[config.mk]
export PLATFORM = sky130hd
export DESIGN_NAME = router_rr_sched
export DESIGN_NICKNAME = d
export VERILOG_FILES = /design/src/rtl/router_pkg.sv /design/src/rtl/router_rr_sched_rr_pick.sv /design/src/rtl/router_rr_sched.sv
export SDC_FILE = /design/constraint.sdc
export NUM_CORES = 1
export LEC_CHECK = 0
export ABC_AREA = 1
export CAP_MARGIN = 20
export CORE_MARGIN = 3
export CORE_UTILIZATION = 45
export DETAILED_ROUTE_END_ITERATION = 16
export PLACE_DENSITY = 0.95
export SLEW_MARGIN = 20
export SYNTH_ARGS = -nofsm -noshare
export SYNTH_HDL_FRONTEND = slang
export SYNTH_SLANG_ARGS = --single-unit
[constraint.sdc]
create_clock -name clk -period 9.9 [get_ports clk]
set_input_delay 2.475 -clock clk [delete_from_list [all_inputs] [get_ports clk]]
set_output_delay 2.475 -clock clk [all_outputs]
set_load 0.03 [all_outputs]
[src/rtl/router_pkg.sv]
// Shared definitions for the 4-output simple router and the blocks that feed it.
package router_pkg;

    localparam int ROUTER_PORTS  = 4;
    localparam int ROUTER_ADDR_W = 2;

    typedef logic [ROUTER_ADDR_W-1:0] router_addr_t;

endpackage : router_pkg

[src/rtl/router_rr_sched_rr_pick.sv]
// Combinational round-robin picker: first set bit of `eligible` at or after `ptr`,
// found by rotating a doubled copy of the vector and priority-encoding the result.
module rr_pick #(
    parameter  int N  = 4,
    localparam int PW = $clog2(N)
) (
    input  logic [N-1:0]  eligible,
    input  logic [PW-1:0] ptr,
    output logic [N-1:0]  grant,
    output logic [PW-1:0] winner,
    output logic          any_grant
);

    logic [2*N-1:0] doubled;
    logic [N-1:0]   rotated;
    logic [PW-1:0]  offset;
    logic [PW:0]    sum;

    // NOTE: every signal written here gets a default before any conditional
    // assignment, so no path leaves it unassigned and no latch is inferred.
    always_comb begin
        doubled   = {eligible, eligible};
        rotated   = N'(doubled >> ptr);
        offset    = '0;
        any_grant = 1'b0;
        // Descending scan so the lowest offset (closest to ptr) is left standing.
        for (int j = N - 1; j >= 0; j--) begin
            if (rotated[j]) begin
                offset    = PW'(j);
                any_grant = 1'b1;
            end
        end

        // Explicit modulo so non-power-of-2 N wraps correctly.
        sum = {1'b0, ptr} + {1'b0, offset};
        if (sum >= (PW+1)'(N)) begin
            sum = sum - (PW+1)'(N);
        end
        winner = sum[PW-1:0];

        grant = '0;
        if (any_grant) begin
            grant[winner] = 1'b1;
        end
    end

endmodule : rr_pick

[src/rtl/router_rr_sched.sv]
// Round-robin scheduler sharing the router's single input among NUM_REQ requesters;
// holds the priority pointer, the registered router-side outputs and a transfer count.
module router_rr_sched
    import router_pkg::*;
#(
    parameter int DATA_WIDTH = 32,
    parameter int NUM_REQ    = 4,
    parameter int CNT_WIDTH  = 16
) (
    input  logic                              clk,
    input  logic                              resetn,
    input  logic                              enable,
    input  logic [NUM_REQ-1:0]                req_valid,
    input  logic [NUM_REQ*DATA_WIDTH-1:0]     req_data,
    input  logic [NUM_REQ*ROUTER_ADDR_W-1:0]  req_addr,
    output logic [NUM_REQ-1:0]                req_ready,
    input  logic [ROUTER_PORTS-1:0]           dest_ready,
    output logic [DATA_WIDTH-1:0]             din,
    output logic                              din_en,
    output router_addr_t                      addr,
    output logic [CNT_WIDTH-1:0]              xfer_cnt
);

    localparam int PW = $clog2(NUM_REQ);

    logic [PW-1:0]         ptr;
    logic [PW-1:0]         winner;
    logic [PW-1:0]         next_ptr;
    logic [NUM_REQ-1:0]    eligible;
    logic [NUM_REQ-1:0]    grant;
    logic                  any_grant;
    logic [DATA_WIDTH-1:0] data_lane [NUM_REQ];
    router_addr_t          addr_lane [NUM_REQ];

    always_comb begin
        for (int i = 0; i < NUM_REQ; i++) begin
            data_lane[i] = req_data[i*DATA_WIDTH +: DATA_WIDTH];
            addr_lane[i] = req_addr[i*ROUTER_ADDR_W +: ROUTER_ADDR_W];
            // A blocked destination only removes this requester, never the others.
            eligible[i]  = enable & req_valid[i] & dest_ready[addr_lane[i]];
        end
    end

    rr_pick #(
        .N (NUM_REQ)
    ) u_pick (
        .eligible  (eligible),
        .ptr       (ptr),
        .grant     (grant),
        .winner    (winner),
        .any_grant (any_grant)
    );

    // Grant is masked by reset so nothing is offered while the block is held.
    assign req_ready = grant & {NUM_REQ{resetn}};
    assign next_ptr  = (winner == PW'(NUM_REQ - 1)) ? '0 : winner + PW'(1);

    // NOTE: state registers use non-blocking assignments so every flop samples
    // pre-edge values regardless of statement order.
    always_ff @(posedge clk or negedge resetn) begin
        if (!resetn) begin
            ptr      <= '0;
            din      <= '0;
            din_en   <= 1'b0;
            addr     <= '0;
            xfer_cnt <= '0;
        end else if (any_grant) begin
            din      <= data_lane[winner];
            addr     <= addr_lane[winner];
            din_en   <= 1'b1;
            ptr      <= next_ptr;
            xfer_cnt <= xfer_cnt + CNT_WIDTH'(1);
        end else begin
            // Idle cycles present zeros, matching the router's own idle outputs.
            din      <= '0;
            din_en   <= 1'b0;
            addr     <= '0;
        end
    end

endmodule : router_rr_sched

==> results of run 1 <==
[per-stage QoR]
stage          utilization (%)  hold slack (ps)  total power (W)
2_1_floorplan                -              656          0.00216
3_3_place_gp              68.9              545          0.00254
3_5_place_dp              68.9              564          0.00262
4_1_cts                   69.7              580          0.00274
5_1_grt                   69.7              609          0.00299
6_report                  69.7              580          0.00273
[cells in the mapped netlist (all sizes together)]
cell type | n | area share, %
ha | 4 | 1.2
mux2i | 32 | 7.8
xor2 | 16 | 3.6
nor3 | 8 | 1.1
nand4 | 4 | 0.61
dfrtp | 53 | 32
buf | 22 | 4.9
clkbuf | 10 | 0.92
a31oi | 1 | 0.15
o21ai | 18 | 2.2
nor2 | 41 | 4.2
nand3 | 58 | 12
a21oi | 35 | 4.7
nand3b | 2 | 0.46
nand2 | 202 | 20
nor4 | 4 | 0.61
inv | 32 | 2.9
[worst max-delay path by stage]
stage	slack, ps	to	start	cells past startpoint
after floorplan	2780	req_ready[3]	req_addr[4]	19
after global placement	1520	req_ready[3]	req_addr[6]	19
after detailed placement	1350	req_ready[3]	req_addr[6]	17
after CTS	1340	req_ready[3]	req_addr[6]	17
after global routing	990	req_ready[3]	req_addr[6]	17
final	1320	req_ready[3]	req_addr[6]	17
[cells in the final DEF, fill, tap and decap left out, types with 2 or more instances in the layout]
| cell | instances |
|---|---|
| nor2_1 | 40 |
| nand2_2 | 6 |
| nand4_1 | 4 |
| o21ai_1 | 14 |
| inv_2 | 6 |
| a21oi_2 | 5 |
| buf_4 | 4 |
| clkdlybuf4s50_1 | 200 |
| xor2_1 | 15 |
| nand3_4 | 2 |
| nand3_1 | 17 |
| inv_1 | 26 |
| nor3_1 | 7 |
| nor4_1 | 4 |
| mux2i_1 | 32 |
| clkbuf_8 | 5 |
| o21ai_0 | 4 |
| nand2_1 | 193 |
| nand2_4 | 2 |
| dfrtp_1 | 53 |
| a21oi_1 | 30 |
| ha_1 | 3 |
| nand3_2 | 39 |
[state kept, by name, summed over array words and instances, names as in the netlist]
| signal | flops |
|---|---|
| addr | 2 |
| din | 32 |
| din_en | 1 |
| ptr | 2 |
| xfer_cnt | 16 |
[layer usage]
| layer | global-route usage (%) | routed length [um] | part of all wire (%) | vias up |
|---|---|---|---|---|
| li1 | - | - | - | 2110 |
| met1 | 27.7 | 4540 | 37 | 1988 |
| met2 | 43.6 | 6530 | 53 | 211 |
| met3 | 4.96 | 954 | 7.8 | 26 |
| met4 | 5.01 | 214 | 1.7 | 0 |
| met5 | 0 | 0 | 0 | - |
[power groups by stage]
stage	clock, W	sequential (W)	combinational, W
after floorplan	0	0.000565	0.00160
after global placement	0	0.000388	0.00215
after detailed placement	0	0.000394	0.00222
after CTS	0.000116	0.000389	0.00223
after global routing	0.000125	0.000401	0.00246
final	0.000112	0.000389	0.00223
[cell families (layout without fill, tap and decap cells)]
group                    Yosys count  count (layout)  synth area share, %
AO/OA/AOI/OAI                     54              54                 7.10
XOR/XNOR                          16              16                 3.61
adder cells (fa/ha/maj)            4               4                 1.22
buffers and inverters             64             243                 8.72
flip-flops                        53              53                 32.4
multiplexers                      32              32                 7.83
AND/OR/NAND/NOR                  319             319                 39.1
[worst max-delay path, delay by kind of cell]
| kind | cells | cell delay [ps] |
|---|---|---|
| adder cells (fa/ha/maj) | 2 | 340 |
| buffers and inverters | 3 | 1300 |
| XOR/XNOR | 1 | 290 |
| AO/OA/AOI/OAI | 1 | 60 |
| AND/OR/NAND/NOR | 10 | 1620 |
[final cells by class]
| cell class | count | area [um^2] | area share, % |
|---|---|---|---|
| multi-input combinational | 425 | 2420 | 39.6 |
| timing repair buffer | 205 | 2040 | 33.3 |
| tap | 108 | 135 | 2.21 |
| clock buffer | 5 | 68.8 | 1.13 |
| inverter | 32 | 120 | 1.97 |
| sequential | 53 | 1330 | 21.7 |
| clock inverter | 1 | 5.00 | 0.0819 |
==> results.tsv, run 1 <==
metric	value	unit
status	finished, final reports clean	
rows	34	
min_from	xfer_cnt[15]$_DFFE_PN0N_	
power.leakage	2.85	nW
placed_area	6040	um^2
cts_made_buffers	5	
grt_pass1_wl	19.8	mm
die-area	10300	um^2
rsz0062_at_grt	false	
finalNonFillerCells	829	
ys_types	33	
clock_sinks	53	
fmax	0.117	GHz
nNetsFinal	873	
clkSlewWorstSetupHoldPaths	90	ps
power_frac_seq	14.3	%
report.final.slew_viol_count	0	
die_h	101	um
drt_iter0_markers	277	
clockBufferDepth	2	
diodes	0	
final.min_clock_period	8580	ps
drive_gt1_share	10.7	%
worstSkewPairLatency	300	ps
cp-end-kind	output port	
vias	4335	
critPathRequiredTime	7430	ps
gp_congestion	0.933	
synth.net_count	693	
p_sw_share	56.0	%
grt_pass1_vias	4252	
rr_worst_depth	14	
post-place-ws	1350	ps
core_area	8760	um^2
ys_ff_latch	53	
worstReg2RegStart	ptr[0]$_DFFE_PN0N_	
placed_cells	823	
grt_usage	23.5	%
hold_path_class	flop to flop	
cts_hold_buffers	0	
synth_area	4090	um^2
vdd_drop_max	0.233	mV
synth_cells	542	
ys_seq_area_share	32.4	%
die_x	101	um
r2r-end	din[6]$_DFF_PN0_	
grt_max_degree	71	
min_to	xfer_cnt[15]$_DFFE_PN0N_	
vias_per_cell	5.23	
skew	8.35	ps
fin_ws	1320	ps
initial_core_util	46.7	%
worstPathArrival	6110	ps
worstPathCellList	clkdlybuf4s50_1, nand2_1, nand3_1, nand3b_2, nand2_1, nand3_1, nand2_2, a31oi_1, nor2_1, ha_4, xor2_2, nand2_8, nand2_2, ha_1, inv_1, nor2_1, clkdlybuf4s50_1	
syn_avg_cell_area	7.55	um^2
yosys_warnings	0	
worstSetupStartpointType	input pin	
detail_route.first_pass.iterations	5	
route.detailed.drc	0	
critPathMaxStageDelay	700	ps
r2r_slack	6660	ps
post-cts-setup-buffers	0	
worstMarginPinSlew	910	ps
timing.final.crit_share	86.7	%
relSlewSlack	39.3	%
crit_fanout	70	
cts_resized	0	
power.density	446	nW/um^2
cpMaxStageDelayCell	clkdlybuf4s50_1	
root_buffer	clkbuf_8	
syn_to_final_growth	49.4	%
wl_per_cell	14.8	um
path_class	input pin to output port	
wl	12.2	mm
fillCellCount	699	
min_path_cells	2	
numPortBuffers	201	
ant_nets	0	
power_switching	0.00153	W
cts_tree	done	
p_clk_share	4.1	%
power_frac_comb	81.6	%
finalSetupTns	0	ps
final-setup-viol-count	0	
hold_viol	0	
p_int	0.00120	W
hpwl	9.66	mm
num_io_pins	202	
gr-total-overflow	0	
cap_violations	0	
antenna_found_initial	0	
htreeDepth	2	
design_area	6110	um^2
Note: power is estimated with default switching activity, not from simulation.
==> inputs of run 2 (changes only) <==
Settings changed: ABC_AREA 1 to not set, PLACE_DENSITY 0.95 to 0.94.
==> run 2 against run 1 <==
  * First-iteration DRC count down 31%
  * Maximum frequency decreased by 1.5%
  * Critical path depth decreased by 3
  * Non-clock buffer count rose by 1
  * Highest routed layer unchanged
==> results.tsv, run 2 <==
metric	value	unit	change
grt_max_degree	56		-21%
ys_seq_area_share	31.1	%	-1.3 points
synth_edf_count	0		unchanged
initial_core_util	47.5	%	+0.79 points
power.density	267	nW/um^2	-40%
yosys.area.top_type	mux4_2		
worstReg2RegStart	ptr[0]$_DFFE_PN0N_		
use_met1	29.4	%	+1.7 points
syn_avg_cell_area	12.2	um^2	+61%
syn_to_final_growth	51.5	%	
cap_violations	0		unchanged
clockBufferDepth	2		unchanged
synth_cells	350		-35%
final_common_cell	clkdlybuf4s50_1		
synth_ff_type	dfrtp_1		
ys_ff_latch	53		unchanged
synthArstFlopShare	100	%	unchanged
busiest_layer	met2		
clock_sinks	53		unchanged
num_io_pins	202		unchanged
grt_usage	25.6	%	+2.1 points
gp_congestion	0.884		-5.2%
cts_tree	done		
cpMaxStageDelayCell	clkdlybuf4s50_1		
finalSetupTns	0	ps	unchanged
worst-path-buf-inv	2		-1
yosys_warnings	0		unchanged
synth_commonest_cells	71 x mux4_2, 53 x dfrtp_1, 45 x nand2_1, 37 x o21ai_0, 34 x o21ai_1		
worstSkewPairLatency	310	ps	about the same
rsz0062_at_grt	false		
drive_gt1_share	19.4	%	+8.7 points
diodes	0		unchanged
final-setup-viol-count	0		unchanged
cts_made_buffers	5		unchanged
grt_pass1_wl	20.8	mm	+5.0%
min_from	xfer_cnt[15]$_DFFE_PN0N_		
met2_usage	47.7	%	+4.1 points
die_h	103	um	+1.9%
placed_cells	650		-21%
clkSlewWorstSetupHoldPaths	110	ps	+20 ps
relSlewSlack	35.1	%	-4.2 points
worstPathArrival	6230	ps	+120 ps
report.final.slew_viol_count	0		unchanged
numPortBuffers	201		unchanged
ys_types	43		+30%
synth_top_area_share	37.5	%	+5.1 points
gr-total-overflow	0		unchanged
fillCellCount	618		-12%
die_x	103	um	+1.9%
core_area	8980	um^2	+2.4%
antenna_found_initial	0		unchanged
ant_nets	0		unchanged
fmax	0.115	GHz	-1.5%
cp_top_family	buffers and inverters		
worstPathCellList	clkdlybuf4s50_1, mux4_1, nand2_1, nor3_1, a311o_1, a21oi_1, nor2b_1, ha_4, xor2_4, a21oi_1, or2_1, ha_1, and3_1, clkdlybuf4s50_1		
cp-end-kind	output port		
detail_route.first_pass.iterations	4		-1
finalNonFillerCells	658		-21%
hpwl	10.3	mm	+6.9%
wl	13.5	mm	+9.9%
netlist_top_cells_area	mux4_2 38%, dfrtp_1 31%, o21ai_0 4.3%, o21ai_1 4.0%, nand2_1 4.0%		
worstSetupStartpointType	input pin		
synth_most_common_cell	mux4_2		
htreeDepth	2		unchanged
skew	5.66	ps	-2.69 ps
largest_reg_flops	32		unchanged
synth.net_count	501		-28%
mostFrequentLayoutCells	200 x clkdlybuf4s50_1, 71 x mux4_2, 53 x dfrtp_1		
vdd_drop_max	0.198	mV	-15%
largestRegisters	din (32), xfer_cnt (16)		
path_class	input pin to output port		
die-area	10700	um^2	+3.9%
worstMarginPinSlew	974	ps	+63.5 ps
drt_iter0_markers	191		-31%
grt_util_met3	6.30	%	+1.3 points
crit_fanout	4		-94%
placed_area	6360	um^2	+5.3%
post-cts-setup-buffers	0		unchanged
design_area	6450	um^2	+5.6%
cts_resized	0		unchanged
worstSetupStartpoint	req_addr[2]		
wl_per_cell	20.4	um	+38%
vias_per_cell	6.06		+16%
timing.final.crit_share	88.0	%	+1.3 points
power	0.00172	W	-37%
vias	3985		-8.1%
cts_hold_buffers	0		unchanged
critPathMaxStageDelay	670	ps	-30 ps
hold_path_class	flop to flop		
root_buffer	clkbuf_8		
rows	34		unchanged
critPathRequiredTime	7430	ps	about the same
hold_viol	0		unchanged
route.detailed.drc	0		unchanged
final.min_clock_period	8710	ps	+128 ps
power.leakage	2.45	nW	-14%
status	finished, final reports clean		
top_register	din		
grt_pass1_vias	4164		-2.1%
synth_area	4260	um^2	+4.2%
nNetsFinal	682		-22%
-- run 2: cell types whose count changed after synthesis, moves of 23 or more --
cell,delta
a21oi_1,-28
inv_1,-23
mux2i_1,-32
mux4_2,+71
nand2_1,-148
nand3_2,-38
nor2_1,-29
o21ai_0,+33
-- run 2: final cells by class --
type / instances / area [um^2] / area share, %
tap: 126 / 158 / 2.44
inverter: 3 / 11.3 / 0.175
clock buffer: 5 / 68.8 / 1.07
timing repair buffer: 206 / 2060 / 32.0
sequential: 53 / 1330 / 20.6
multi-input combinational: 262 / 2800 / 43.4
clock inverter: 3 / 26.3 / 0.407
-- run 2: metrics by stage --
| step | util (%) | hold WS, ps | setup WS, ps |
|---|---|---|---|
| finish | 71.9 | 519 | 1190 |
| global route | 71.9 | 524 | 995 |
| CTS | 71.9 | 507 | 1210 |
| detailed placement | 70.8 | 490 | 1230 |
| global placement | 70.5 | 471 | 1370 |
| floorplan | - | 649 | 1580 |
-- run 2: metal layers --
layer / share of wire, % / up-vias
li1: - / 1741
met1: 35 / 1983
met2: 55 / 238
met3: 8.7 / 23
met4: 1.6 / 0
met5: 0 / -
-- run 2: worst paths after layout --
check	slack, ps	cells past startpoint	end
max	1190	14	req_ready[3]
min	520	1	xfer_cnt[15]$_DFFE_PN0N_
max reg2reg	6270	9	din[11]$_DFF_PN0_
min reg2reg	520	1	xfer_cnt[15]$_DFFE_PN0N_
max in group asynchronous	7140	2	din[10]$_DFF_PN0_
min in group asynchronous	2270	2	xfer_cnt[3]$_DFFE_PN0N_
-- run 2: cell families (layout without fill, tap and decap cells) --
group	count (synthesis)	in the layout	share of synthesized area [%]
muxes	75	75	38.9
adders and majority gates	4	4	1.17
AOI/OAI and AO/OA	85	85	11.5
and+or+nand+nor	81	81	9.66
DFF	53	53	31.1
xor gates and xnor gates	17	17	3.49
buffers and inverters	35	217	4.14
-- run 2: worst register-to-register path: stages, from the launching register on --
cell	delay, ps
dfrtp_1	660
nor3_1	120
a311o_1	340
a21oi_1	150
nor2b_1	100
ha_4	610
buf_4	710
mux4_2	630
o21ai_0	80
o21ai_1	110
-- run 2: power breakdown --
group | switching [W] | internal, W | leakage, nW
logic | 0.000587 | 0.000671 | 1.72
clock network | 0.0000755 | 0.0000517 | 0.0487
registers | 0.0000565 | 0.000281 | 0.685
==> inputs of run 3 (changes only) <==
Settings changed: CORE_MARGIN 3 to 2.
==> run 3 against run 2 <==
  * Cell area decreased by 0.37%
  * Critical path type unchanged
  * Critical path depth unchanged
  * Clock-buffer cell count unchanged
  * Routed wire length decreased by 5.8%
  * Sequential share of layout area increased by 0.076 points
  * Die area decreased by 3.8%
  * Maximum frequency increased by 0.58%
  * Largest cell class unchanged
  * Clock power increased by 18%
  * Worst setup slack improved by 50 ps
  * Utilization decreased by 2.0 points
  * Register-to-register slack about the same
==> results.tsv, run 3 (synthesis gave the netlist of run 2 again) <==
metric	value	unit	change
r2r-end	din[31]$_DFF_PN0_		
worstReg2RegStart	ptr[0]$_DFFE_PN0N_		
rr_worst_depth	9		unchanged
min_from	xfer_cnt[15]$_DFFE_PN0N_		
placed_cells	634		-2.5%
utilization	69.9	%	-2.0 points
cts_made_buffers	5		unchanged
route.detailed.drc	0		unchanged
timing.final.crit_share	87.5	%	-0.50 points
num_io_pins	202		unchanged
worstPathArrival	6180	ps	-50 ps
finalNonFillerCells	642		-2.4%
htreeDepth	2		unchanged
vdd_drop_max	0.224	mV	+13%
final.min_clock_period	8660	ps	-49.9 ps
gr-total-overflow	0		unchanged
die_x	101	um	-1.9%
clock_sinks	53		unchanged
crit_fanout	4		unchanged
design_area	6430	um^2	-0.37%
largestRegisters	din (32), xfer_cnt (16)		
min_to	xfer_cnt[15]$_DFFE_PN0N_		
final_common_cell	clkdlybuf4s50_1		
hold_viol	0		unchanged
path_class	input pin to output port		
core_area	9200	um^2	+2.5%
hold_path_class	flop to flop		
skew	6.57	ps	+0.906 ps
finalSetupTns	0	ps	unchanged
fmax	0.115	GHz	+0.58%
drive_gt1_share	19.4	%	+0.036 points
antenna_found_initial	0		unchanged
nNetsFinal	681		-0.15%
cp-end-kind	output port		
r2r_slack	6270	ps	about the same
power.leakage	2.45	nW	-0.26%
syn_to_final_growth	50.9	%	
cts_resized	0		unchanged
vias_per_cell	6.09		+0.56%
final-setup-viol-count	0		unchanged
cts_tree	done		
worstSetupStartpointType	input pin		
cts_hold_buffers	0		unchanged
numPortBuffers	201		unchanged
grt_pass1_wl	19.1	mm	-7.9%
fillCellCount	632		+2.3%
drt_iter0_markers	90		-53%
status	finished, final reports clean		
critPathRequiredTime	7430	ps	about the same
vias	3910		-1.9%
seqCellArea	1330	um^2	unchanged
rows	35		+2.9%
detail_route.first_pass.iterations	4		unchanged
initial_core_util	46.3	%	-1.1 points
root_buffer	clkbuf_8		
hpwl	9.69	mm	-6.2%
report.final.slew_viol_count	0		unchanged
relSlewSlack	35.2	%	+0.092 points
mostFrequentLayoutCells	200 x clkdlybuf4s50_1, 71 x mux4_2, 53 x dfrtp_1		
min_path_cells	1		unchanged
post-cts-setup-buffers	0		unchanged
grt_max_degree	47		-16%
multi_input_area	2800	um^2	about the same
gp_congestion	0.825		-6.7%
worstSkewPairLatency	300	ps	about the same
worstMarginPinSlew	972	ps	-1.38 ps
rsz0062_at_grt	false		
grt_usage	23.7	%	-1.9 points
grt_pass1_vias	4039		-3.0%
largest_reg_flops	32		unchanged
clkSlewWorstSetupHoldPaths	100	ps	about the same
die-area	10300	um^2	-3.8%
diodes	0		unchanged
ant_nets	0		unchanged
clockBufferDepth	2		unchanged
power.density	268	nW/um^2	+0.34%
wl_per_cell	19.7	um	-3.5%
die_h	101	um	-1.9%
cap_violations	0		unchanged
top_register	din		
wl	12.7	mm	-5.8%
placed_area	6310	um^2	-0.69%
## run 3: changes by cell type in the layout (fill, tap and decap cells not counted), sizes merged
cell	delta
buf	-1
bufinv	+1
clkinv	-1
clkinvlp	+1
inv	-1
## run 3: report_power, final
part	total [W]	switching (W)	internal, W
Combinational	0.00124	0.000577	0.000664
Clock	0.000150	0.0000745	0.0000758
Sequential	0.000330	0.0000496	0.000281
## run 3: worst max path at each step
stage | start | slack [ps] | cells past startpoint | to
floorplan | req_addr[4] | 1580 | 11 | req_ready[0]
global placement | req_addr[2] | 1400 | 14 | req_ready[3]
detailed placement | req_addr[2] | 1260 | 14 | req_ready[3]
CTS | req_addr[2] | 1250 | 14 | req_ready[3]
global route | req_addr[0] | 1080 | 14 | req_ready[3]
finish | req_addr[2] | 1240 | 14 | req_ready[3]
## run 3: area by class of cell
type	instances	area share [%]
Multi-Input combinational cell	262	43.6
Tap cell	111	2.16
Clock inverter	3	0.720
Clock buffer	5	1.07
Timing Repair Buffer	205	31.7
Inverter	3	0.175
Sequential cell	53	20.6
## run 3: layer usage
| layer | vias up | track usage [%] | part of all wire (%) | wire (um) |
|---|---|---|---|---|
| met4 | 0 | 8.32 | 2.3 | 295 |
| met1 | 1947 | 26.2 | 35 | 4490 |
| met3 | 25 | 4.55 | 8.0 | 1010 |
| met2 | 199 | 45.2 | 54 | 6870 |
| met5 | - | 0 | 0 | 0 |
| li1 | 1739 | - | - | - |
## run 3: critical path, stage by stage
cell and delay, ps:
clkdlybuf4s50_1 510, mux4_1 600, nand2_1 180, nor3_1 70, a311o_1 340, a21oi_1 140, nor2b_1 90, ha_4 190
xor2_4 150, a21oi_1 310, or2_1 160, ha_1 150, and3_1 140, clkdlybuf4s50_1 670
## run 3: metrics by stage
stage | setup slack, ps | hold slack (ps) | power [W]
after CTS | 1250 | 500 | 0.00174
after floorplan | 1580 | 649 | 0.00125
after global placement | 1400 | 464 | 0.00155
final | 1240 | 492 | 0.00172
after detailed placement | 1260 | 483 | 0.00159
after global routing | 1080 | 539 | 0.00182
